$ cat src/rtl/alu_op_sequencer.sv
`timescale 1ns/1ps
// alu_op_sequencer: runs one 8-bit ADD/SUB/MUL/DIV at a time between
// decode and write-back, holding the result until it is consumed.
// Ports: clk, rst_n (async, active low); in_valid/in_ready, op, a, b
// (request); out_valid/out_ready, result (response); busy; op_count
// (consumed results, wrapping); err (only with ALU_SEQ_ERR_EN defined).
// Params: MUL_CYCLES (1..4) accept-to-valid latency of MUL;
// CNT_W width of op_count.
module alu_op_sequencer #(
    parameter int unsigned MUL_CYCLES = 2,
    parameter int unsigned CNT_W      = 8
) (
    input  logic             clk,
    input  logic             rst_n,
    input  logic             in_valid,
    output logic             in_ready,
    input  logic [1:0]       op,
    input  logic [7:0]       a,
    input  logic [7:0]       b,
    output logic             out_valid,
    input  logic             out_ready,
    output logic [15:0]      result,
    output logic             busy,
    output logic [CNT_W-1:0] op_count
`ifdef ALU_SEQ_ERR_EN
    ,
    output logic             err
`endif
);

    typedef enum logic [1:0] {
        S_IDLE,
        S_EXEC,
        S_DIV,
        S_DONE
    } state_e;

    localparam logic [1:0] OP_ADD = 2'b00;
    localparam logic [1:0] OP_SUB = 2'b01;
    localparam logic [1:0] OP_MUL = 2'b10;
    localparam logic [1:0] OP_DIV = 2'b11;

    localparam logic [3:0] MUL_LAST = 4'(MUL_CYCLES - 1);
    localparam logic [3:0] DIV_STEPS = 4'd8;

    state_e           state_q, state_d;
    logic             rdy_q;
    logic [1:0]       op_q, op_d;
    logic [7:0]       a_q, a_d;
    logic [7:0]       b_q, b_d;
    logic [3:0]       cnt_q, cnt_d;
    logic [7:0]       rem_q, rem_d;
    logic [7:0]       quo_q, quo_d;
    logic [15:0]      res_q, res_d;
    logic [CNT_W-1:0] opc_q, opc_d;

    logic             accept;
    logic             pop;
    logic [8:0]       sum9;
    logic [8:0]       diff9;
    logic [15:0]      prod;
    logic [15:0]      exec_res;
    logic             exec_done;
    logic [8:0]       rem_sh;
    logic [8:0]       rem_sub;
    logic             rem_ge;

    // in_ready is held low until the first edge after reset release.
    assign pop      = (state_q == S_DONE) & out_ready;
    assign in_ready = rdy_q & ((state_q == S_IDLE) | pop);
    assign accept   = in_valid & in_ready;

    assign out_valid = (state_q == S_DONE);
    assign busy      = (state_q != S_IDLE);
    assign result    = res_q;
    assign op_count  = opc_q;

    assign sum9  = {1'b0, a_q} + {1'b0, b_q};
    assign diff9 = {1'b0, a_q} - {1'b0, b_q};
    assign prod  = 16'(a_q) * 16'(b_q);

    // DIV only reaches EXEC when the divisor is zero.
    always_comb begin
        exec_res = 16'h0000;
        unique case (op_q)
            OP_ADD: exec_res = {7'b0, sum9};
            OP_SUB: exec_res = {7'b0, diff9};
            OP_MUL: exec_res = prod;
            OP_DIV: exec_res = {a_q, 8'hFF};
            default: exec_res = 16'h0000;
        endcase
    end

    assign exec_done = (op_q != OP_MUL) | (cnt_q == MUL_LAST);

    // One restoring step: shift in the next dividend bit MSB first,
    // subtract the divisor when it fits.
    assign rem_sh  = {rem_q, quo_q[7]};
    assign rem_sub = rem_sh - {1'b0, b_q};
    assign rem_ge  = (rem_sh >= {1'b0, b_q});

    always_comb begin
        state_d = state_q;
        op_d    = op_q;
        a_d     = a_q;
        b_d     = b_q;
        cnt_d   = cnt_q;
        rem_d   = rem_q;
        quo_d   = quo_q;
        res_d   = res_q;
        opc_d   = opc_q;

        if (pop) begin
            opc_d = opc_q + 1'b1;
        end

        unique case (state_q)
            S_IDLE: begin
            end
            S_EXEC: begin
                if (exec_done) begin
                    state_d = S_DONE;
                    res_d   = exec_res;
                end else begin
                    cnt_d = cnt_q + 4'd1;
                end
            end
            S_DIV: begin
                if (cnt_q != DIV_STEPS) begin
                    rem_d = rem_ge ? rem_sub[7:0] : rem_sh[7:0];
                    quo_d = {quo_q[6:0], rem_ge};
                    cnt_d = cnt_q + 4'd1;
                end else begin
                    state_d = S_DONE;
                    res_d   = {rem_q, quo_q};
                end
            end
            S_DONE: begin
                if (pop) begin
                    state_d = S_IDLE;
                end
            end
            default: state_d = S_IDLE;
        endcase

        // A new request overrides the pop's return to IDLE (no bubble).
        if (accept) begin
            op_d    = op;
            a_d     = a;
            b_d     = b;
            cnt_d   = 4'd0;
            rem_d   = 8'h00;
            quo_d   = a;
            state_d = ((op == OP_DIV) && (b != 8'h00)) ? S_DIV : S_EXEC;
        end
    end

    always_ff @(posedge clk or negedge rst_n) begin
        if (!rst_n) begin
            state_q <= S_IDLE;
            rdy_q   <= 1'b0;
            op_q    <= 2'b00;
            a_q     <= 8'h00;
            b_q     <= 8'h00;
            cnt_q   <= 4'd0;
            rem_q   <= 8'h00;
            quo_q   <= 8'h00;
            res_q   <= 16'h0000;
            opc_q   <= '0;
        end else begin
            state_q <= state_d;
            rdy_q   <= 1'b1;
            op_q    <= op_d;
            a_q     <= a_d;
            b_q     <= b_d;
            cnt_q   <= cnt_d;
            rem_q   <= rem_d;
            quo_q   <= quo_d;
            res_q   <= res_d;
            opc_q   <= opc_d;
        end
    end

`ifdef ALU_SEQ_ERR_EN
    logic err_q, err_d;
    logic exec_err;

    always_comb begin
        exec_err = 1'b0;
        unique case (op_q)
            OP_ADD: exec_err = sum9[8];
            OP_SUB: exec_err = diff9[8];
            OP_MUL: exec_err = 1'b0;
            OP_DIV: exec_err = 1'b1;
            default: exec_err = 1'b0;
        endcase
    end

    // Every path into DONE passes EXEC or DIV, so a pop (with or
    // without a new accept) always clears, and DONE entry sets.
    always_comb begin
        err_d = err_q;
        if (pop) begin
            err_d = 1'b0;
        end
        if ((state_q == S_EXEC) && exec_done) begin
            err_d = exec_err;
        end
    end

    always_ff @(posedge clk or negedge rst_n) begin
        if (!rst_n) begin
            err_q <= 1'b0;
        end else begin
            err_q <= err_d;
        end
    end

    assign err = err_q;
`endif

endmodule

$ cat config.mk
export PLATFORM = sky130hd
export DESIGN_NAME = alu_op_sequencer
export DESIGN_NICKNAME = d
export VERILOG_FILES = /design/src/rtl/alu_op_sequencer.sv
export SDC_FILE = /design/constraint.sdc
export NUM_CORES = 1
export LEC_CHECK = 0
export ABC_AREA = 1
export CAP_MARGIN = 5
export CORE_MARGIN = 3
export CORE_UTILIZATION = 50
export CTS_BUF_LIST = sky130_fd_sc_hd__clkbuf_16
export CTS_CLUSTER_DIAMETER = 80
export CTS_CLUSTER_SIZE = 8
export DETAILED_ROUTE_END_ITERATION = 6
export GPL_TIMING_DRIVEN = 0
export PLACE_DENSITY = 0.7
export SLEW_MARGIN = 30
export SYNTH_ARGS = -nofsm -noshare
export SYNTH_HDL_FRONTEND = slang
export SYNTH_SLANG_ARGS = --single-unit
$ cat constraint.sdc
create_clock -name clk -period 6.8 [get_ports clk]
set_clock_uncertainty 0.1 [all_clocks]
set_input_delay 2.04 -clock clk [delete_from_list [all_inputs] [get_ports clk]]
set_output_delay 2.04 -clock clk [all_outputs]
set_load 0.01 [all_outputs]
==> run metrics, run 1 <==
crit path launch=out_ready; number of buffer cells added on primary ports=48; Setup crit start kind=input port; Critical Path End Type=output pin; number of endpoints failing setup at the final stage=0; maximum operating frequency=roughly 180 MHz; TritonCTS clock tree=built; most frequent CP cell=clkdlybuf4s50_1; post-detailed-route wirelength per cell=14.5 µm; outcome=finished, final reports clean; area overhead of the layout relative to synthesis=14.8%; start-to-end type of the worst setup path=input port to output pin; top cell type by total area after synthesis=dfrtp_1; cell with the largest stage delay on the worst path=clkdlybuf4s50_1; R2R cell count=18; synthesized flop and latch total=65; Setup Buffers After CTS=0; transition time at the pin with the least slew margin=0.667 ns; min setup slack post-route=1.29 ns; Detailed Route Iter0 Violations=434; maximum number of pins on one net before global-route repair=49; via count of the first global-routing pass=~5600; most frequent cells in the layout=nand2_1, inv_1, dfrtp_1, ha_1, nand3_1; endpoint of the worst register-to-register path=result[11]$_DFFE_PN0P_; I/O pin cnt=49; Synth Cell Area=approximately 6600 µm²; number of buffers created by CTS=9; number of cells on the worst hold path=1; Crit path largest cell delay=0.57 ns; initial antenna violation count=0; cell chosen for the clock root=clkbuf_16; final-layout setup total negative slack=0 ns; final worst-path cycle share=between 80% and 90%; relative slew slack=55.6%; synthesized instance count=933; NumNets Final=1115; Top Family by Delay on Critical Path=buffers and inverters; final count of pins violating max slew=0; most frequent standard cell in the layout excluding fill and tap cells=nand2_1; total via count in the routed design=5922; Skew-Pair Late Insertion Delay=roughly 0.34 ns; ratio of cells with drive above 1 in the final layout=under 10%; sequence of cells on the critical path=clkdlybuf4s50_1 -> nand2_2 -> a21boi_4 -> clkdlybuf4s50_1; data required time of the critical path=4.66 ns; tightest hold margin=0.371 ns; effective utilization at floorplan=51.7%; Core Rows=roughly 40; DPL Wire Length=13400 µm; per-instance average area after synthesis=7.05 µm²; final RePlAce weighted congestion=roughly 0.9; CP Data Arrival Time=3.37 ns; portion of synthesized cell area occupied by the leading cell type=between 20 and 25%; overall die height=121 µm; Resized cells post-CTS=0; sequential share of the synthesized area=24.7%; cell types occupying the most area after synthesis=dfrtp_1, nand2_1, inv_1, ha_1, fa_1; DRC Markers=0; H-tree depth=3; total gr overflow=0; path type of the worst min-delay path=flop to flop; final routed wirelength across all metal layers=about 17000 µm; Setup Slack @ Placement=between 1 and 1.5 ns; via density per instance=just over 5; max_cap viols=0; Post-CTS Hold Buffers=0; number of buffers on the longest clock path=2; number of hold-slack violations in the final timing report=0; global-route wire length before repair=28200 µm; Post-Synthesis Net Count=1055; unrepaired setup endpoints after global routing=false; clock input transition at the sequential cells of the worst setup and hold paths=0.05 ns; core outline area=12700 µm²; Die Outline Area=14600 µm²; worst-path maximum fanout=5; remaining antenna violation count=0; Inserted Diodes=0; distinct cell type count after synthesis=38; total of warnings raised by yosys=0; overall die width=121 µm; Worst Hold Path EP=op_count[7]$_DFFE_PN0P_; number of buffers and inverters on the critical path=2; HP Start=op_count[7]$_DFFE_PN0P_; reg2reg start=b_q[7]$_DFFE_PN0P_; GRT Util Overall=between 20% and 30%; first-pass detailed-route iteration total=5; reg2reg setup slack=2.05 ns; minimum period implied by the final worst setup slack=5.51 ns; CTS sink cnt=65
## routing by layer
metal	wire [µm]	track usage (%)
met2	7080	35.6
met5	0	0
met4	568	9.92
met1	8110	36.1
met3	1230	5.19
## logic make-up after synthesis
group / after synthesis / share of synthesized area [%]
other: 1 / 0.0570
xor gates and xnor gates: 19 / 2.53
adders and majority gates: 100 / 23.3
DFF: 65 / 24.7
and+or+nand+nor: 393 / 25.3
buffers and inverters: 244 / 14.7
AOI/OAI and AO/OA: 111 / 9.37
## stage by stage
step | cell area, µm² | std cells | utilization, %
after floorplan | 6580 | 933 | -
after global placement | 7280 | 1153 | 57.2
after detailed placement | 7300 | 1154 | 57.4
after CTS | 7550 | 1168 | 59.4
after global routing | 7550 | 1168 | 59.4
final | 7550 | 1168 | 59.4
## worst max-delay path by stage
| stage | depth (start not counted) | end | slack (ns) |
|---|---|---|---|
| after floorplan | 2 | in_ready | 2.34 |
| after global placement | 4 | in_ready | 1.29 |
| final | 4 | in_ready | 1.29 |
| after detailed placement | 4 | in_ready | 1.29 |
| after global routing | 4 | in_ready | 1.22 |
| after CTS | 4 | in_ready | 1.28 |
## Yosys cell counts
cell and n:
nand2_4 4, clkbuf_1 13, o21bai_1 5, a21boi_4 1, clkbuf_2 1, a21o_1 2, a21oi_1 30, a21boi_0 1
inv_2 3, buf_6 3, nand2_1 268, fa_1 38, ha_1 62, nand3_4 1, nor3_1 5, inv_1 211
conb_1 1, clkinv_2 1, nor2_4 1, o22ai_1 2, o21ai_1 9, o21ai_2 2, xor2_1 12, nand4_1 8
xnor2_1 7, a31oi_1 3, buf_4 5, o211ai_1 3, o21ai_0 51, buf_2 7, nand3b_1 3, a211oi_1 1
nand3_1 60, nand2_2 7, nor2_1 35, nand3_2 1, dfrtp_1 65, a21oi_2 1
## registers in the layout, indices dropped and copies added, names as in the netlist
name      cells
rdy_q         1
op_count      8
result       16
b_q           8
cnt_q         4
rem_q         8
op_q          2
quo_q         8
state_q       2
a_q           8
## layout make-up
type                       count  area, µm²
buffer                        29        160
clock buffer                   9        225
clock inverter                 5       25.0
fill                        1256       5170
inverter                     215        808
multi-input combinational    624       3990
sequential                    65       1630
tap                          172        215
timing repair buffer          49        505
## worst register-to-register path, delay by kind of cell (launching register included)
| kind | cells | cell delay (ns) |
|---|---|---|
| fa+ha+maj | 5 | 2.48 |
| compound gates | 1 | 0.24 |
| simple gates | 8 | 0.86 |
| flops | 1 | 0.35 |
| buf+inv | 4 | 0.65 |
Power of run 1 is left out: the tool's default activity adds up to more than one toggle a clock period on the data nets, which glitch-free logic cannot reach.
==> inputs of run 2 (changes only) <==
--- a/config.mk
+++ b/config.mk
@@ -14,7 +14,7 @@
 export CTS_CLUSTER_SIZE = 8
 export DETAILED_ROUTE_END_ITERATION = 6
 export GPL_TIMING_DRIVEN = 0
-export PLACE_DENSITY = 0.7
+export PLACE_DENSITY = 0.73
 export SLEW_MARGIN = 30
 export SYNTH_ARGS = -nofsm -noshare
 export SYNTH_HDL_FRONTEND = slang
==> constraint.sdc (replaced) <==
create_clock -name clk -period 4.7 [get_ports clk]
set_clock_uncertainty 0.1 [all_clocks]
set_input_delay 1.41 -clock clk [delete_from_list [all_inputs] [get_ports clk]]
set_output_delay 1.41 -clock clk [all_outputs]
set_load 0.01 [all_outputs]
==> run 2 against run 1 <==
  * Non-clock buffer count is 3 lower
  * Worst setup slack worse by 1.0 ns
  * Cell count hardly changed
  * First-iteration DRC count is 19% higher
  * Flip-flop and latch count stayed put
  * Die area stayed put
  * Wire length is 0.59% lower
  * Register-to-register slack worse by 1.8 ns
  * Via count hardly changed
  * Core utilization is 0.42 points higher
  * Count of clock-buffer cells in the layout stayed put
==> run metrics, run 2 (synthesis gave the netlist of run 1 again) <==
Core Rows=41 (unchanged); outcome=finished, final reports clean; post-route design area=7610 µm² (+0.71%); number of cells on the worst hold path=1 (unchanged); total via count in the routed design=5918 (-0.068%); number of buffer cells added on primary ports=48 (unchanged); TritonCTS clock tree=built; ratio of cells with drive above 1 in the final layout=6.53% (+1.3 points); Crit path largest cell delay=0.54 ns (-0.03 ns); Inserted Diodes=0 (unchanged); final worst-path cycle share=94.4%; most frequent cells in the layout=nand2_1, inv_1, dfrtp_1, ha_1, nand3_1; non-filler cells, final=1167 (-0.086%); maximum operating frequency=around 230 MHz; DP Cell Count=1154 (unchanged); Detailed Route Iter0 Violations=515 (+19%); relative slew slack=62.8% (+7.3 points); data required time of the critical path=4.87 ns (+0.21 ns); number of hold-slack violations in the final timing report=0 (unchanged); Skew-Pair Late Insertion Delay=0.34 ns (about the same); remaining antenna violation count=0 (unchanged); most frequent standard cell in the layout excluding fill and tap cells=nand2_1; clock input transition at the sequential cells of the worst setup and hold paths=0.06 ns (about the same); total gr overflow=0 (unchanged); Top Family by Delay on Critical Path=adder cells; final routed wirelength across all metal layers=16900 µm (-0.59%); CTS sink cnt=65 (unchanged); number of flip-flops in the largest register=16 (unchanged); GRT Util Overall=24.2% (-0.54 points); global-route wire length before repair=27600 µm (-2.2%); tightest hold margin=0.376 ns (+0.00501 ns); Setup crit start kind=flop; total placed instance area=7300 µm² (unchanged); I/O pin cnt=49 (unchanged); core outline area=12700 µm² (unchanged); H-tree depth=3 (unchanged); DPL Wire Length=13200 µm (-1.4%); first-pass detailed-route iteration total=6 (+1); Critical Path End Type=flop; minimum period implied by the final worst setup slack=roughly 4.4 ns; unrepaired setup endpoints after global routing=false; overall die width=121 µm (unchanged); initial antenna violation count=0 (unchanged); R2R cell count=18 (unchanged); post-detailed-route wirelength per cell=14.5 µm (-0.51%); final-layout fill cell count=1255 (-0.080%); number of buffers on the longest clock path=2 (unchanged); effective utilization at floorplan=51.7% (unchanged); Seq. cell area=1630 µm² (about the same); NumNets Final=1112 (-0.27%); cell chosen for the clock root=clkbuf_16; final count of pins violating max slew=0 (unchanged); via count of the first global-routing pass=5652 (+0.55%); number of buffers created by CTS=9 (unchanged); Post-CTS Hold Buffers=0 (unchanged); transition time at the pin with the least slew margin=0.552 ns (-0.115 ns); worst-path maximum fanout=9 (+4); min setup slack post-route=0.263 ns (-1.02 ns); cell with the largest stage delay on the worst path=fa_1; DRC Markers=0 (unchanged); Die Outline Area=14600 µm² (unchanged); start-to-end type of the worst setup path=flop to flop; via density per instance=5.07 (about the same); maximum number of pins on one net before global-route repair=50 (+2.0%); overall die height=121 µm (unchanged); Setup Slack @ Placement=0.0543 ns (-1.23 ns); multi-input combinational cell area=3990 µm² (unchanged); area overhead of the layout relative to synthesis=15.6%; path type of the worst min-delay path=flop to flop; number of buffers and inverters on the critical path=4 (+2); CP Data Arrival Time=4.61 ns (+1.24 ns); final RePlAce weighted congestion=0.926 (+0.95%); sequence of cells on the critical path=clkbuf_2 -> nand2_1 -> fa_1 -> fa_1 -> inv_1 -> fa_1 -> inv_1 -> fa_1 -> inv_1 -> ha_1 -> nand2_1 -> nor2_1 -> nand2_1 -> nand2_1 -> nor2_1 -> o21bai_1 -> nand3_1 -> nand2_1; max_cap viols=0 (unchanged); most frequent CP cell=nand2_1; Worst path depth=18 (+14); number of endpoints failing setup at the final stage=0 (unchanged)
==> run 2: changes by cell type in the layout (fill, tap and decap cells not counted), moves of 2 or more <==
cell,before,now
clkbuf_1,13,2
clkinv_4,0,2
clkbuf_2,1,8
clkinvlp_4,1,3
clkinv_1,2,0
clkinv_2,3,1
==> run 2: path summary, 6_finish.rpt <==
kind | endpoint | startpoint | slack [ns]
worst max-delay path | result[10]$_DFFE_PN0P_ | a_q[1]$_DFFE_PN0P_ | 0.26
worst min-delay path | op_count[7]$_DFFE_PN0P_ | op_count[7]$_DFFE_PN0P_ | 0.38
worst max register to register | result[10]$_DFFE_PN0P_ | a_q[1]$_DFFE_PN0P_ | 0.26
worst min register to register | op_count[7]$_DFFE_PN0P_ | op_count[7]$_DFFE_PN0P_ | 0.38
max in group asynchronous | b_q[7]$_DFFE_PN0P_ | rst_n | 3.11
min in group asynchronous | result[2]$_DFFE_PN0P_ | rst_n | 0.84
==> run 2: what timing repair did <==
| item | 4_1_cts | 5_1_grt |
|---|---|---|
| setup endpoints to repair | 0 | 9 |
| setup buffers | 0 | 0 |
| resized for setup | 0 | 18 |
==> run 2: stage by stage <==
stage	utilization (%)	TNS (ns)
2_1_floorplan	-	0
4_1_cts	59.8	0
3_3_place_gp	57.2	-7.14
6_report	59.8	0
3_5_place_dp	57.4	0
5_1_grt	59.8	0
==> run 2: routing by layer <==
metal  routed length (µm)  GRT usage [%]  vias up
met1                 7850           34.3     2737
met5                    0              0        -
met3                 1100           3.93       27
li1                     -              -     2961
met2                 7560           38.6      193
met4                  380           6.44        0
==> run 2: area by class of cell <==
type                            instances  share of cell area [%]
Multi-Input combinational cell        624                    52.4
Sequential cell                        65                    21.4
Tap cell                              172                    2.83
Clock buffer                            9                    2.96
Timing Repair Buffer                   49                    6.65
Inverter                              215                    10.6
Clock inverter                          7                    1.04
Buffer                                 26                    2.09
Power of run 2 is left out for the same reason.
==> inputs of run 3 (changes only) <==
--- a/config.mk
+++ b/config.mk
@@ -14,7 +14,7 @@
 export CTS_CLUSTER_SIZE = 8
 export DETAILED_ROUTE_END_ITERATION = 6
 export GPL_TIMING_DRIVEN = 0
-export PLACE_DENSITY = 0.73
+export PLACE_DENSITY = 0.7
 export SLEW_MARGIN = 30
 export SYNTH_ARGS = -nofsm -noshare
 export SYNTH_HDL_FRONTEND = slang
==> constraint.sdc (replaced) <==
create_clock -name clk -period 5.2 [get_ports clk]
set_clock_uncertainty 0.1 [all_clocks]
set_input_delay 1.56 -clock clk [delete_from_list [all_inputs] [get_ports clk]]
set_output_delay 1.56 -clock clk [all_outputs]
set_load 0.01 [all_outputs]
==> results of run 3 <==
Same layout as run 1 (identical final DEF). Status: finished, final reports clean.
Among the figures that moved: setup slack after placement 1.29 ns -> 0.455 ns; setup slack after layout 1.29 ns -> 0.454 ns; start point of the critical path out_ready -> b_q[7]$_DFFE_PN0P_; end point of the critical path in_ready -> result[11]$_DFFE_PN0P_; register-to-register setup slack 2.05 ns -> 0.45 ns
Power of run 3 is left out for the same reason.
